## config.mk

```make
export PLATFORM = sky130hd
export DESIGN_NAME = button_debounce
export DESIGN_NICKNAME = d
export VERILOG_FILES = /design/src/rtl/button_debounce.sv
export SDC_FILE = /design/constraint.sdc
export NUM_CORES = 1
export LEC_CHECK = 0
export CORE_ASPECT_RATIO = 1.1
export CORE_UTILIZATION = 40
export CTS_CLUSTER_DIAMETER = 150
export DETAILED_ROUTE_END_ITERATION = 12
export GPL_TIMING_DRIVEN = 0
export PLACE_DENSITY = 0.56
export SLEW_MARGIN = 5
export SYNTH_ARGS = -nofsm -noshare
export SYNTH_HDL_FRONTEND = slang
export SYNTH_SLANG_ARGS = --single-unit
export TNS_END_PERCENT = 1
```

## constraint.sdc

```tcl
create_clock -name clk -period 2.1 [get_ports clk]
set_clock_uncertainty 0.2 [all_clocks]
set_input_delay 0.42 -clock clk [delete_from_list [all_inputs] [get_ports clk]]
set_output_delay 0.42 -clock clk [all_outputs]
set_load 0.01 [all_outputs]
```

## src/rtl/button_debounce.sv

```systemverilog
// Four-channel push-button conditioner: polarity normalize, two-flop sync,
// per-channel stability counter, debounced level plus one-cycle press/release pulses.
module button_debounce #(
  parameter int BTN_ACTIVE   = 1,
  parameter int DEBOUNCE_CYC = 250000,
  parameter int CNT_W        = 18
) (
  input  logic       clk,
  input  logic       rst_n,
  input  logic [3:0] btn_raw,
  output logic [3:0] btn_level,
  output logic [3:0] btn_press,
  output logic [3:0] btn_release
);

  localparam logic [CNT_W-1:0] CNT_LAST = CNT_W'(DEBOUNCE_CYC - 1);
  localparam logic [CNT_W-1:0] CNT_ZERO = {CNT_W{1'b0}};
  localparam logic [CNT_W-1:0] CNT_ONE  = CNT_W'(1);

  logic [3:0]       norm_s;
  logic [3:0]       sync1_r;
  logic [3:0]       sync2_r;
  logic [CNT_W-1:0] cnt_r [4];

  // Inversion happens ahead of the synchronizer so every stage below sees 1 = pressed.
  assign norm_s = (BTN_ACTIVE != 0) ? btn_raw : ~btn_raw;

  // Two-flop synchronizer for the asynchronous button pins.
  always_ff @(posedge clk or negedge rst_n) begin
    if (!rst_n) begin
      sync1_r <= 4'b0000;
      sync2_r <= 4'b0000;
    end else begin
      sync1_r <= norm_s;
      sync2_r <= sync1_r;
    end
  end

  // Per-channel stability counter; any agreement with the current level restarts the count.
  always_ff @(posedge clk or negedge rst_n) begin
    if (!rst_n) begin
      btn_level   <= 4'b0000;
      btn_press   <= 4'b0000;
      btn_release <= 4'b0000;
      for (int i = 0; i < 4; i++) begin
        cnt_r[i] <= CNT_ZERO;
      end
    end else begin
      for (int i = 0; i < 4; i++) begin
        btn_press[i]   <= 1'b0;
        btn_release[i] <= 1'b0;
        if (sync2_r[i] == btn_level[i]) begin
          cnt_r[i] <= CNT_ZERO;
        end else if (cnt_r[i] == CNT_LAST) begin
          btn_level[i]   <= sync2_r[i];
          btn_press[i]   <= sync2_r[i];
          btn_release[i] <= ~sync2_r[i];
          cnt_r[i]       <= CNT_ZERO;
        end else begin
          cnt_r[i] <= cnt_r[i] + CNT_ONE;
        end
      end
    end
  end

endmodule

```

## After elaboration in Yosys (flattened, before gate mapping)

Cells that the tools add are included.

- Flip-flop bits (word level): 92
- Output and inout bits: 12
- Bits of input ports: 6
- Word-level logic and storage cells: 60

- Mux-type cells: 24
- Add/subtract/negate cells: 4
- Eq/ne operators: 8
- Reduce and logical (&&, ||, !) cells: 4
- Bitwise gates (word level): 8

Operator list:

| kind | count |
|---|---|
| 18-bit 2-to-1 mux | 8 |
| 18-bit by 1-bit adder with 18-bit output (second input constant) | 4 |
| 18-bit == test (second input constant) | 4 |
| 1-bit 2-to-1 mux | 16 |
| 1-bit NOT | 8 |
| 2-bit AND reduction | 4 |
| 1-bit == test | 4 |

## Depth between registers and ports, before layout

- Depth in word-level cells: 3
- Gate-level depth with buffers: 6

## Worst setup path before layout

Ideal clock, no wire load.

- Path type: register to register
- Start: register cnt_r[46] in the netlist's numbering
- End: register btn_level[1]
- Setup slack: 0.007 ns
- Data arrival time: 1.768 ns
- Buffers on the path: 0
- Data required time: 1.775 ns
- Library setup time: 0.125 ns
- Period minus slack after synthesis: 2.093 ns
- Cell stages (with the launch flop): 4
- Path through: dfrtp_1 -> or4_4 -> or4_4 -> mux2_4

- Cells in the longest elaborated chain, start to end: 2

Ends and longest elaborated chain:

| what | RTL line | source |
|---|---|---|
| start, declared | 23 | `logic [CNT_W-1:0] cnt_r [4];` |
| start signal, assigned by index | 60 | `cnt_r[i] <= cnt_r[i] + CNT_ONE;` |
| 18-bit == test | 54 | `end else if (cnt_r[i] == CNT_LAST) begin` |
| 2-bit AND reduction (no source line) | - |  |
| end signal, assigned by index | 55 | `btn_level[i] <= sync2_r[i];` |
| end, declared | 11 | `output logic [3:0] btn_level,` |

No other way between the ends.
A chain may end at the register's enable or synchronous reset.

## Final worst setup path

- Start: register cnt_r[44] in the netlist's numbering
- End: register btn_level[1]

The elaborated chain is that of the path after synthesis.

==> impl_metrics.toml <==
[logic_synthesis]
ys_seq_area_share_pct = 53.8
yosysMostFrequentCell = "dfrtp_1"
synth.avg_cell_area_sq_um = 10.6
syn_nets = 412
synthTopCellsByCount = "dfrtp_1 (92), nor2_1 (72), xnor2_1 (40)"
yosysTopAreaCell = "dfrtp_1"
synth_edf_count = 0
synthTopCellsByArea = "dfrtp_1 (54%), xnor2_1 (8.2%), nor2_1 (6.3%)"
synthArstFlopShare_pct = 100
yosysTopAreaCellShare_pct = 53.8
synth_cell_types = 36
yosys_most_used_dff = "dfrtp_1"
synth_warnings = 0
syn_inst = 402
syn_area_sq_mm = 0.00428
synth-seq-cells = 92

[floorplanning]
core_region_area_sq_mm = 0.0104
start_util_pct = 41.2
ioPinCount = 18
dieArea_sq_mm = 0.0111
die_x_microns = 101
num_rows = 39
die_h_microns = 110

[timing]
final-setup-viol-count = 2
rsz0062_at_grt = "true"
finalCritPeriodShare_pct = 101
fin_ws_ns = -0.0201
fin_crit_ns = 2.12
holdWs_ns = 0.147
final_max_slew_viol_count = 0
slew-limit-headroom_pct = 63.4
worstMarginPinSlew_ns = 0.550
hold_viol_final = 0
fmax_mhz = 472

[grt]
grt_pass1_wl_microns = 14800
grt_util_all_layers_pct = 16.8
grt_max_degree = 53
grt_overflow = 0
grt_antenna_before_repair = 0
grt_pass1_vias = 3098

[power_and_ir_drop]
vdd_drop_max_mv = 0.444
p_leak_nw = 2.04
powerDensity_mw_per_mm2 = 685

[clock_tree]
clk_latency_ns = 0.34
clock_sinks = 92
clockBufferDepth = 2
cts_root_buf = "clkbuf_16"
clk_pin_slew_ns = 0.07
cts_buffers = 9
cts_tree = "built"
cts-htree-levels = 3

[final_layout]
num_antenna_cells = 0
area_growth_pct = 19.9
drive_gt1_share_pct = 15.4
nets = 452
finalNonFillerCells = 590
fillers = 955

[routing]
viasPerCell = 5.21
vias = 3074
drt_wl_total_microns = 8260
drt-initial-drc-count = 132
first_pass_iters = 6
wl_per_cell_microns = 14.0
drc = 0
ant_nets = 0

[worst_setup_path]
path_buf_inv = 0
critPathSlowestCell = "or4_4"
slowest_delay_ns = 0.59
cp_max_fo = 5
worstSetupPathType = "register to register"
cp.arrival_ns = 2.15
cp-start-kind = "register"
critPathCaptureType = "register"
path_delay_family = "simple AND/OR/NAND/NOR gates"
required_ns = 2.13
crit_chain = "nor4_2 -> nand2_1 -> or4_4 -> mux2_4"

[place]
gp_congestion = 0.816
placed_cells = 563
dp_hpwl_microns = 5600
io_buffers = 17

[outcome]
run_status = "complete, but fails checks"
violations = "setup timing"

[worst_hold_path]
hold_path_class = "register to register"

[run]
drv_cap = 0
[area by class of cell]
type / instances / area (sq um) / area share (%)
repair buffers: 29 / 280 / 5.46
inverters: 7 / 26.3 / 0.512
multi-input cells: 298 / 2000 / 38.9
clock inverters: 4 / 32.5 / 0.634
plain buffers: 5 / 48.8 / 0.951
clock buffers: 12 / 256 / 5.00
well taps: 143 / 179 / 3.49
flip-flops and latches: 92 / 2310 / 45.1
[through the flow]
step / instance area (sq um) / power [W] / worst slack, ns / utilization, % / setup TNS, ns
after global routing: 5130 / 0.00368 / -0.0947 / 49.4 / -1.30
after floorplan: 4280 / 0.00190 / 0.00716 / - / 0
final: 5130 / 0.00352 / -0.0201 / 49.4 / -0.0206
after CTS: 5000 / 0.00357 / -0.107 / 48.1 / -0.315
after detailed placement: 4650 / 0.00198 / -0.270 / 44.8 / -10.14
after global placement: 4630 / 0.00197 / -2.97 / 44.5 / -281.87
[what timing repair did]
item / CTS / global route
pin swaps: 9 / 8
buffers inserted: 1 / 9
hold buffers: 1 / 0
setup endpoints to repair: 56 / 56
gates resized for setup: 9 / 21
hold endpoints to repair: 40 / 0
[sequential cells by signal, summed over array words and instances (netlist names)]
register	count
btn_press	4
btn_level	4
sync2_r	4
btn_release	4
cnt_r	72
sync1_r	4
[placed cells by master, fill, tap and decap left out, types with 5 or more instances in the layout]
| cell | n |
|---|---|
| clkbuf_16 | 9 |
| nand4_1 | 22 |
| nand2_1 | 23 |
| nor3b_1 | 7 |
| xnor2_1 | 40 |
| buf_4 | 11 |
| or4_4 | 6 |
| nor4_1 | 17 |
| and4_1 | 6 |
| nor2_1 | 71 |
| xor2_1 | 20 |
| a21oi_1 | 8 |
| or4_1 | 5 |
| clkdlybuf4s50_1 | 16 |
| nand3_1 | 23 |
| nor3_1 | 9 |
| dfrtp_1 | 84 |
| inv_1 | 7 |
| dfrtp_2 | 8 |
| o31ai_1 | 5 |
[layer usage]
layer / GRT usage, % / part of all wire (%) / up-vias
li1: - / - / 1513
met1: 22.4 / 47 / 1500
met2: 26.0 / 48 / 47
met3: 4.43 / 3.8 / 14
met4: 6.57 / 1.7 / 0
met5: 0 / 0 / -
[final timing paths]
check                           start      endpoint  slack [ns]  cells past startpoint
max in group asynchronous       rst_n     cnt_r[23]        0.64                      3
min reg2reg                sync1_r[2]    sync2_r[2]        0.15                      0
max reg2reg                 cnt_r[44]  btn_level[1]       -0.02                      4
min                        sync1_r[2]    sync2_r[2]        0.15                      0
max                         cnt_r[44]  btn_level[1]       -0.02                      4
min in group asynchronous       rst_n  btn_press[1]        0.41                      2
[cells by family after synthesis]
logic type / Yosys count / share of synthesized area, %
AOI/OAI and AO/OA: 20 / 4.30
DFF: 92 / 53.8
buffers and inverters: 12 / 1.26
adders and majority gates: 4 / 1.17
muxes: 4 / 1.23
xor gates and xnor gates: 60 / 12.3
and+or+nand+nor: 210 / 25.9
[power breakdown]
| group | total (W) | internal (W) | leakage, nW | switching [W] |
|---|---|---|---|---|
| clock network | 0.00156 | 0.000874 | 0.135 | 0.000682 |
| registers | 0.00183 | 0.00180 | 1.24 | 0.0000283 |
| logic | 0.000133 | 0.0000555 | 0.659 | 0.0000772 |
| total | 0.00352 | 0.00273 | 2.04 | 0.000788 |
Power figures use the tool's default switching activity.
